===== config.mk =====
export PLATFORM = sky130hd
export DESIGN_NAME = noc_inject_sched
export DESIGN_NICKNAME = d
export VERILOG_FILES = /design/src/rtl/noc_pkg.sv /design/src/rtl/noc_inject_sched_rr_pick4.sv /design/src/rtl/noc_inject_sched.sv
export SDC_FILE = /design/constraint.sdc
export NUM_CORES = 1
export LEC_CHECK = 0
export CAP_MARGIN = 30
export CORE_MARGIN = 3
export CORE_UTILIZATION = 56
export CTS_CLUSTER_SIZE = 14
export DETAILED_ROUTE_END_ITERATION = 8
export GPL_ROUTABILITY_DRIVEN = 0
export HOLD_SLACK_MARGIN = 0.08
export MAX_ROUTING_LAYER = met4
export PLACE_DENSITY = 0.86
export SLEW_MARGIN = 20
export SYNTH_ARGS = -nofsm -noshare
export SYNTH_HDL_FRONTEND = slang
export SYNTH_SLANG_ARGS = --single-unit

===== constraint.sdc =====
create_clock -name clk -period 5.71 [get_ports clk]
set_input_delay 1.142 -clock clk [delete_from_list [all_inputs] [get_ports clk]]
set_output_delay 1.142 -clock clk [all_outputs]
set_load 0.02 [all_outputs]

===== src/rtl/noc_pkg.sv =====
// Shared definitions for the 2x2 mesh NoC: node indexing, flit layout, scheduler states.
package noc_pkg;
  localparam int NOC_NODES = 4;
  localparam int FLIT_W    = 16;

  typedef logic [1:0] node_idx_t;

  localparam int FLIT_CNT_MSB = 15;
  localparam int FLIT_CNT_LSB = 5;
  localparam int FLIT_SRC_MSB = 4;
  localparam int FLIT_SRC_LSB = 3;
  localparam int FLIT_DST_MSB = 2;
  localparam int FLIT_DST_LSB = 1;
  localparam int FLIT_VLD_BIT = 0;

  typedef struct packed {
    logic [10:0] count;
    node_idx_t   src;
    node_idx_t   dst;
    logic        valid;
  } flit_t;

  typedef enum logic [1:0] {IDLE, RUN, DRAIN} sched_state_e;
endpackage


===== src/rtl/noc_inject_sched_rr_pick4.sv =====
// Round-robin pick of the first eligible node after rr; purely combinational, no backpressure.
module rr_pick4
  import noc_pkg::*;
(
  input  logic [3:0] elig,
  input  node_idx_t  rr,
  output logic       found,
  output node_idx_t  idx
);
  node_idx_t cand;

  // Walk rr+4 down to rr+1 so the nearest eligible successor wins.
  always_comb begin
    found = 1'b0;
    idx   = rr;
    cand  = rr;
    for (int k = 4; k >= 1; k--) begin
      cand = rr + node_idx_t'(k);
      if (elig[cand]) begin
        found = 1'b1;
        idx   = cand;
      end
    end
  end
endmodule


===== src/rtl/noc_inject_sched.sv =====
// Time-division round-robin injection scheduler; enable is registered, first grant one cycle after start.
// Skips masked or full nodes; a grant held against full for STALL_LIMIT cycles is revoked and flagged.
module noc_inject_sched
  import noc_pkg::*;
#(
  parameter int SLOT_W       = 4,
  parameter int CNT_W        = 16,
  parameter int STALL_LIMIT  = 64,
  parameter int DRAIN_CYCLES = 8
) (
  input  logic                   clk,
  input  logic                   reset,
  input  logic                   start,
  input  logic                   stop,
  input  logic [3:0]             node_mask,
  input  logic [SLOT_W-1:0]      slot_len,
  input  logic [3:0]             full,
  input  logic [3:0]             almost_full,
  input  logic [3:0]             write,
  output logic [3:0]             enable,
  output logic                   busy,
  output logic                   done,
  output logic                   stall_err,
  output logic [4*CNT_W-1:0]     sent_count
);
  localparam int SC_W = (STALL_LIMIT > 2) ? $clog2(STALL_LIMIT) : 1;
  localparam int DC_W = (DRAIN_CYCLES > 2) ? $clog2(DRAIN_CYCLES) : 1;

  sched_state_e      state_q, state_d;
  node_idx_t         rr_q, rr_d, pick_idx;
  logic [SLOT_W-1:0] slot_q, slot_d;
  logic [SC_W-1:0]   stall_q, stall_d;
  logic [DC_W-1:0]   drain_q, drain_d;
  logic [3:0]        enable_d;
  logic              done_d, stall_err_d, clr_cnt, pick_found, granted, stall_hit, arb;
  logic              af_unused;

  // almost_full is status for external counters; the scheduler does not act on it.
  assign af_unused = ^almost_full;
  assign granted   = |enable;
  assign busy      = (state_q != IDLE);

  rr_pick4 u_pick (
    .elig  (node_mask & ~full),
    .rr    (rr_q),
    .found (pick_found),
    .idx   (pick_idx)
  );

  always_comb begin
    state_d     = state_q;
    rr_d        = rr_q;
    slot_d      = slot_q;
    drain_d     = drain_q;
    enable_d    = enable;
    done_d      = 1'b0;
    stall_err_d = stall_err;
    clr_cnt     = 1'b0;
    stall_hit   = 1'b0;
    arb         = 1'b0;
    case (state_q)
      IDLE: begin
        enable_d = 4'b0000;
        if (start) begin
          state_d     = RUN;
          stall_err_d = 1'b0;
          clr_cnt     = 1'b1;
        end
      end
      RUN: begin
        stall_hit = granted && full[rr_q] && (stall_q == SC_W'(STALL_LIMIT - 1));
        if (stop) begin
          state_d  = DRAIN;
          enable_d = 4'b0000;
          drain_d  = '0;
        end else if (granted && (!node_mask[rr_q] || stall_hit)) begin
          enable_d = 4'b0000;
          if (stall_hit) stall_err_d = 1'b1;
        end else if (granted && (slot_q != '0)) begin
          slot_d = slot_q - 1'b1;
        end else begin
          arb = 1'b1;
        end
        if (arb) begin
          if (pick_found) begin
            enable_d = 4'b0001 << pick_idx;
            rr_d     = pick_idx;
            slot_d   = (slot_len == '0) ? '0 : slot_len - 1'b1;
          end else begin
            enable_d = 4'b0000;
          end
        end
      end
      DRAIN: begin
        enable_d = 4'b0000;
        if (drain_q == DC_W'(DRAIN_CYCLES - 1)) begin
          state_d = IDLE;
          done_d  = 1'b1;
        end else begin
          drain_d = drain_q + 1'b1;
        end
      end
      default: begin
        state_d  = IDLE;
        enable_d = 4'b0000;
      end
    endcase
    // Stall run survives only while the same grant keeps seeing full.
    if ((state_q == RUN) && !stop && granted && full[rr_q] && !stall_hit && (enable_d == enable))
      stall_d = stall_q + 1'b1;
    else
      stall_d = '0;
  end

  always_ff @(posedge clk or negedge reset) begin
    if (!reset) begin
      state_q   <= IDLE;
      rr_q      <= 2'd3;
      slot_q    <= '0;
      stall_q   <= '0;
      drain_q   <= '0;
      enable    <= 4'b0000;
      done      <= 1'b0;
      stall_err <= 1'b0;
    end else begin
      state_q   <= state_d;
      rr_q      <= rr_d;
      slot_q    <= slot_d;
      stall_q   <= stall_d;
      drain_q   <= drain_d;
      enable    <= enable_d;
      done      <= done_d;
      stall_err <= stall_err_d;
    end
  end

  always_ff @(posedge clk or negedge reset) begin
    if (!reset) begin
      sent_count <= '0;
    end else if (clr_cnt) begin
      sent_count <= '0;
    end else begin
      for (int i = 0; i < NOC_NODES; i++) begin
        if (busy && write[i] && (sent_count[i*CNT_W +: CNT_W] != {CNT_W{1'b1}}))
          sent_count[i*CNT_W +: CNT_W] <= sent_count[i*CNT_W +: CNT_W] + 1'b1;
      end
    end
  end
endmodule


==> results of run 1 <==
[per-layer routing]
metal	GRT usage	vias to the layer above
met1	0.314	2040
met3	0.0460	14
met5	-	-
li1	-	2060
met4	0.0672	0
met2	0.398	134
[cells by family after synthesis]
| kind of cell | Yosys count |
|---|---|
| DFF | 87 |
| buffers and inverters | 40 |
| adders and majority gates | 8 |
| muxes | 10 |
| xor gates and xnor gates | 44 |
| and+or+nand+nor | 247 |
| AOI/OAI and AO/OA | 86 |
[synth_stat cells (8+ instances only)]
library cell  number
or3_1             10
clkbuf_1          16
and3_1             8
dfrtp_1           85
o21ai_0           27
xnor2_1           31
ha_1               8
nand3_1           38
nor2_1            62
xor2_1            13
nor3_1            18
nor4_1            19
nand4_1           10
inv_1             20
nand2_1           42
a21oi_1           12
[state kept, by name (all words and copies together) (netlist names)]
register    cells
sent_count     64
stall_err       1
stall_q         6
state_q         2
enable          4
done            1
slot_q          4
rr_q            2
drain_q         3
[report_power, final]
group	total [mW]	switching, mW	internal, mW
registers	0.795	0.0996	0.696
logic	0.615	0.369	0.245
clock network	0.427	0.224	0.203
total	1.84	0.693	1.14
[final cells by class]
cell class                      count  area share
Sequential cell                    87       0.361
Clock buffer                        9      0.0205
Tap cell                          105      0.0218
Inverter                           21      0.0131
Timing Repair Buffer               94       0.157
Clock inverter                      7      0.0120
Multi-Input combinational cell    395       0.414
[path summary, 6_finish.rpt]
kind                            from  depth (start not counted)              to
min in group asynchronous      reset                          1  sent_count[57]
hold reg to reg            stall_err                          2       stall_err
hold / removal             stall_err                          2       stall_err
setup / recovery             full[3]                          7      stall_q[4]
max in group asynchronous      reset                          2         rr_q[0]
setup reg to reg             rr_q[0]                          6      stall_q[4]
[critical path, delay by kind of cell]
family          cells  cell delay [ns]
compound gates      2             0.58
mux                 2             1.10
buf+inv             1             0.49
simple gates        2             0.30
==> summary.txt, run 1 <==
Timing
  – Slew Limit Fails: 0
  – Hold WS: 0.520 ns
  – Tcrit/Tclk final: 0.597
  – Fin Setup TNS: 0 ns
  – Max_slew headroom: 0.465
  – FMAX: 294 MHz
  – Final setup fails: 0
  – Worst setup margin: 2.30 ns
  – Worst Max-Slew Pin Slew: 0.796 ns
  – Final period demand of the worst path: 3.41 ns
  – Worst Skew: 0.00893 ns
  – Endpoints failing hold: 0
  – Unrepaired setup endpoints after global routing: false

Route
  – Total wire length: 11,300 um
  – Routed length on met2: 5670 um
  – Via Count: 4,248
  – Iteration count of the initial detailed-routing pass: 4
  – Wire per inst: 15.7 um
  – Initial detailed-routing violation count: 252
  – Routed Antenna Nets: 0
  – Met3 routed WL: 722 um
  – M1 WL: 4700 um
  – Top routing layer in use: met4
  – DRC: 0
  – Vias per cell: 5.92

CTS
  – Root buffer cell: clkbuf_8
  – CTS tree: done
  – Hold buffers post-CTS: 0
  – Clock-pin transition on the worst setup and hold timing paths: 0.08 ns
  – CTS HTree Levels: 3
  – Post-CTS setup buffers: 0
  – Clock Sinks: 87
  – Max clock buf depth: 2
  – Inserted Clock Buffers: 9
  – Post-CTS Resized: 0
  – Worst-skew pair later-pin latency: 0.35 ns

Synth
  – Largest cells by area after synthesis: dfrtp_1, xnor2_1, nor2_1
  – Post-Synthesis Cells: 522
  – Cell variety after synth: 71
  – Synth warnings: 0
  – Synth Area in Compound Gates: 0.119
  – Largest family of logic cells by synthesized area: simple AND/OR/NAND/NOR gates
  – Simple-Gate Fraction of Synth Area: 0.269
  – Post-synth top area share: 0.441
  – Syn Nets: 554
  – Post-synthesis mux area share: 0.0262
  – Post-Synth XOR/XNOR Area: 0.0798
  – Sequential fraction of the synthesis area: 0.452
  – Cell taking the most area after synthesis: dfrtp_1
  – Adder-cell share of the synthesized area: 0.0207
  – Mean post-synth cell area: 9.25 um^2
  – Number of synthesized register bits: 87
  – Top FF cell, synth: dfrtp_1
  – Post-synth EDFFs: 0
  – Ys async rst share: 1.00
  – Mapped cell area: 4830 um^2

Floorplan
  – Core area: 8300 um^2
  – Num rows: 33
  – Die Ht: 98.8 um
  – Die width: 98.8 um
  – Initial cell density of the core: 0.582
  – Io pins: 95
  – Die area: 9770 um^2

Pwr
  – Max VDD drop: 0.188 mV
  – Final Power: 1.84 mW
  – Leak: 2.41 nW
  – PwrDens: 305 nW/um^2

Finish
  – Multi-input logic area: 2500 um^2
  – Reg area: 2180 um^2
  – Final #Nets: 640
  – Fin util: 0.727
  – Commonest non-fill, non-tap cell in the layout: clkdlybuf4s50_1
  – Layout cells sized above 1: 0.0685
  – Antenna cells: 0
  – Fillers: 585
  – Most frequent cells in the layout: clkdlybuf4s50_1, dfrtp_1, nor2_1, nand2_1, nand3_1
  – Post-route cell area: 6030 um^2
  – Area Growth Syn to Fin: 24.9%
  – Non-filler instance count after layout: 718

Setup path
  – CP Cell Sequence: clkdlybuf4s50_1, mux4_2, nand4_4, a31oi_2, a211oi_1, mux2i_1, nor4_1
  – Critical Path RT: 5.91 ns
  – Reg2reg setup slack: 2.93 ns
  – Startpoint types: primary input
  – Slowest Stage Delay on Critical Path: 0.56 ns
  – Critical Path AT: 3.60 ns
  – Peak fanout along the critical path: 8
  – Critical path type: primary input to flip-flop
  – Crit. End Element: flip-flop
  – CP max-delay cell: mux4_2

Global routing
  – Global-route usage over all layers: 0.244
  – First-pass GRT wire length: 19,200 um
  – Initial antenna violation count: 0
  – Pin count of the biggest net entering global routing: 48
  – Vias in the first global route: 4,123
  – Gr ovfl total: 0

Place
  – Placed cell areas: 5830 um^2
  – DP Wirelength: 8330 um
  – PortBufs: 90
  – Pre-CTS WS: 1.96 ns
  – Placed cell count: 702

Outcome
  – Status: finished, final reports clean

Job
  – MaxCap Viol Count: 0

Hold path
  – Worst Hold Class: flip-flop to flip-flop
(Power assumes the default switching activity.)
==> inputs of run 2 (changes only) <==
Settings changed: CORE_UTILIZATION 56 to 47, PLACE_DENSITY 0.86 to 0.77.
Clock period 5.71 ns to 3 ns, I/O delays scaled along.
==> summary.txt, run 2 (same netlist as run 1, synthesis figures left out) <==
Outcome
  – Status: finished, final reports clean

Finish
  – Most frequent cells in the layout: clkdlybuf4s50_1, dfrtp_1, nor2_1, nand2_1, nand3_1
  – Biggest regs: sent_count (64), stall_q (6)
  – Non-filler instance count after layout: 750 (+4.5%)
  – Area Growth Syn to Fin: 27.5%
  – Commonest non-fill, non-tap cell in the layout: clkdlybuf4s50_1
  – Fillers: 791 (+35%)
  – Max reg flops: 64 (unchanged)
  – Antenna cells: 0 (unchanged)
  – Layout cells sized above 1: 0.0746 (+0.00604)
  – Largest reg by FF count: sent_count
  – Final #Nets: 646 (+0.94%)

Setup path
  – Buf+Inv Stages, Crit Path: 1 (unchanged)
  – Kind of cell adding the most delay to the critical path: compound AO/OA/AOI/OAI gates
  – CP Cell Sequence: clkdlybuf4s50_1, mux4_2, nand4_4, nand4b_4, a311o_1, a221o_1, nor4_1
  – Critical Path AT: 2.97 ns (-0.63 ns)
  – CP max-delay cell: mux4_2
  – Slowest Stage Delay on Critical Path: 0.56 ns (about the same)
  – Critical Path RT: 3.23 ns (-2.68 ns)
  – Startpoint types: primary input
  – Critical path type: primary input to flip-flop
  – Crit. End Element: flip-flop
  – Peak fanout along the critical path: 6 (-2)

Route
  – Initial detailed-routing violation count: 254 (+0.79%)
  – Wire per inst: 15.3 um (-2.5%)
  – Iteration count of the initial detailed-routing pass: 5 (+1)
  – Total wire length: 11,500 um (+1.9%)
  – Via Count: 4,235 (-0.31%)
  – Vias per cell: 5.65 (-4.6%)
  – Routed Antenna Nets: 0 (unchanged)
  – DRC: 0 (unchanged)

Timing
  – Slew Limit Fails: 0 (unchanged)
  – Unrepaired setup endpoints after global routing: false
  – Final setup fails: 0 (unchanged)
  – FMAX: 365 MHz
  – Endpoints failing hold: 0 (unchanged)
  – Final period demand of the worst path: 2.74 ns
  – Max_slew headroom: 0.471 (+0.00600)
  – Worst Max-Slew Pin Slew: 0.792 ns (-0.00429 ns)
  – Tcrit/Tclk final: 0.913
  – Worst Skew: 0.00821 ns (-0.000718 ns)

Job
  – MaxCap Viol Count: 0 (unchanged)

CTS
  – Post-CTS setup buffers: 0 (unchanged)
  – CTS tree: done
  – Clock-pin transition on the worst setup and hold timing paths: 0.08 ns (about the same)
  – Inserted Clock Buffers: 9 (unchanged)
  – Clock Sinks: 87 (unchanged)
  – Root buffer cell: clkbuf_8
  – Hold buffers post-CTS: 0 (unchanged)
  – Worst-skew pair later-pin latency: 0.35 ns (about the same)
  – Post-CTS Resized: 0 (unchanged)
  – CTS HTree Levels: 3 (unchanged)
  – Max clock buf depth: 2 (unchanged)

Floorplan
  – Io pins: 95 (unchanged)
  – Initial cell density of the core: 0.489 (-0.0923)
  – Die width: 107 um (+8.6%)
  – Core area: 9860 um^2 (+19%)
  – Num rows: 36 (+9.1%)
  – Die area: 11,500 um^2 (+18%)
  – Die Ht: 107 um (+8.6%)

Global routing
  – First-pass GRT wire length: 19,100 um (-0.43%)
  – Initial antenna violation count: 0 (unchanged)
  – Gr ovfl total: 0 (unchanged)
  – Pin count of the biggest net entering global routing: 51 (+6.3%)
  – Vias in the first global route: 4,115 (-0.19%)
  – Global-route usage over all layers: 0.210 (-0.0345)

Hold path
  – Worst Hold Class: primary input to async pin

Pwr
  – Final Power: 3.69 mW (+100%)
  – Max VDD drop: 0.580 mV (+210%)
  – Leak: 2.46 nW (+2.2%)
  – PwrDens: 599 nW/um^2 (+97%)

Place
  – DP Wirelength: 8400 um (+0.92%)
  – Placed cell count: 736 (+4.8%)
  – PortBufs: 90 (unchanged)
==> run 2: cell types whose count changed in the layout (fill, tap and decap cells not counted), sizes merged <==
cell / previous run / this run
buf: 5 / 11
bufinv: 1 / 3
clkbuf: 9 / 10
clkinv: 4 / 2
clkinvlp: 2 / 0
inv: 21 / 20
==> run 2: power by group <==
group / internal, mW / switching, mW / total [mW]
Combinational: 0.493 / 0.717 / 1.21
Sequential: 1.32 / 0.189 / 1.51
Clock: 0.566 / 0.397 / 0.963
==> run 2: worst paths after layout <==
kind	depth (start not counted)	slack [ns]	start	end
max in group asynchronous	2	2.02	reset	rr_q[0]
min reg2reg	2	0.50	stall_err	stall_err
max reg2reg	6	0.33	rr_q[0]	stall_q[3]
min in group clk	2	0.50	stall_err	stall_err
min	1	0.28	reset	sent_count[52]
max	7	0.26	full[3]	stall_q[3]
==> run 2: layout make-up <==
type                            instances  area [um^2]  share of cell area
Inverter                               21         78.8              0.0128
Multi-Input combinational cell        395         2500               0.406
Tap cell                              133          166              0.0270
Clock inverter                          4         95.1              0.0155
Timing Repair Buffer                  100          998               0.162
Sequential cell                        87         2180               0.354
Clock buffer                           10          138              0.0224
==> run 2: per-stage QoR <==
| step | worst slack (ns) | cell area, um^2 | TNS (ns) | hold slack [ns] | utilization |
|---|---|---|---|---|---|
| 3_5_place_dp | -0.119 | 5920 | -0.284 | 0.487 | 0.600 |
| 3_3_place_gp | 0.00187 | 5920 | 0 | 0.493 | 0.600 |
| 6_report | 0.260 | 6150 | 0 | 0.283 | 0.624 |
| 2_1_floorplan | 0.561 | 4830 | 0 | 0.304 | - |
| 5_1_grt | 0.125 | 6150 | 0 | 0.316 | 0.624 |
| 4_1_cts | 0.299 | 6150 | 0 | 0.291 | 0.623 |
==> run 2: per-layer routing <==
| layer | GRT usage | share of wire | up-vias |
|---|---|---|---|
| met1 | 0.268 | 0.44 | 2021 |
| met4 | 0.0550 | 0.0090 | 0 |
| met3 | 0.0414 | 0.069 | 10 |
| met5 | - | 0 | - |
| met2 | 0.345 | 0.48 | 139 |
| li1 | - | - | 2065 |
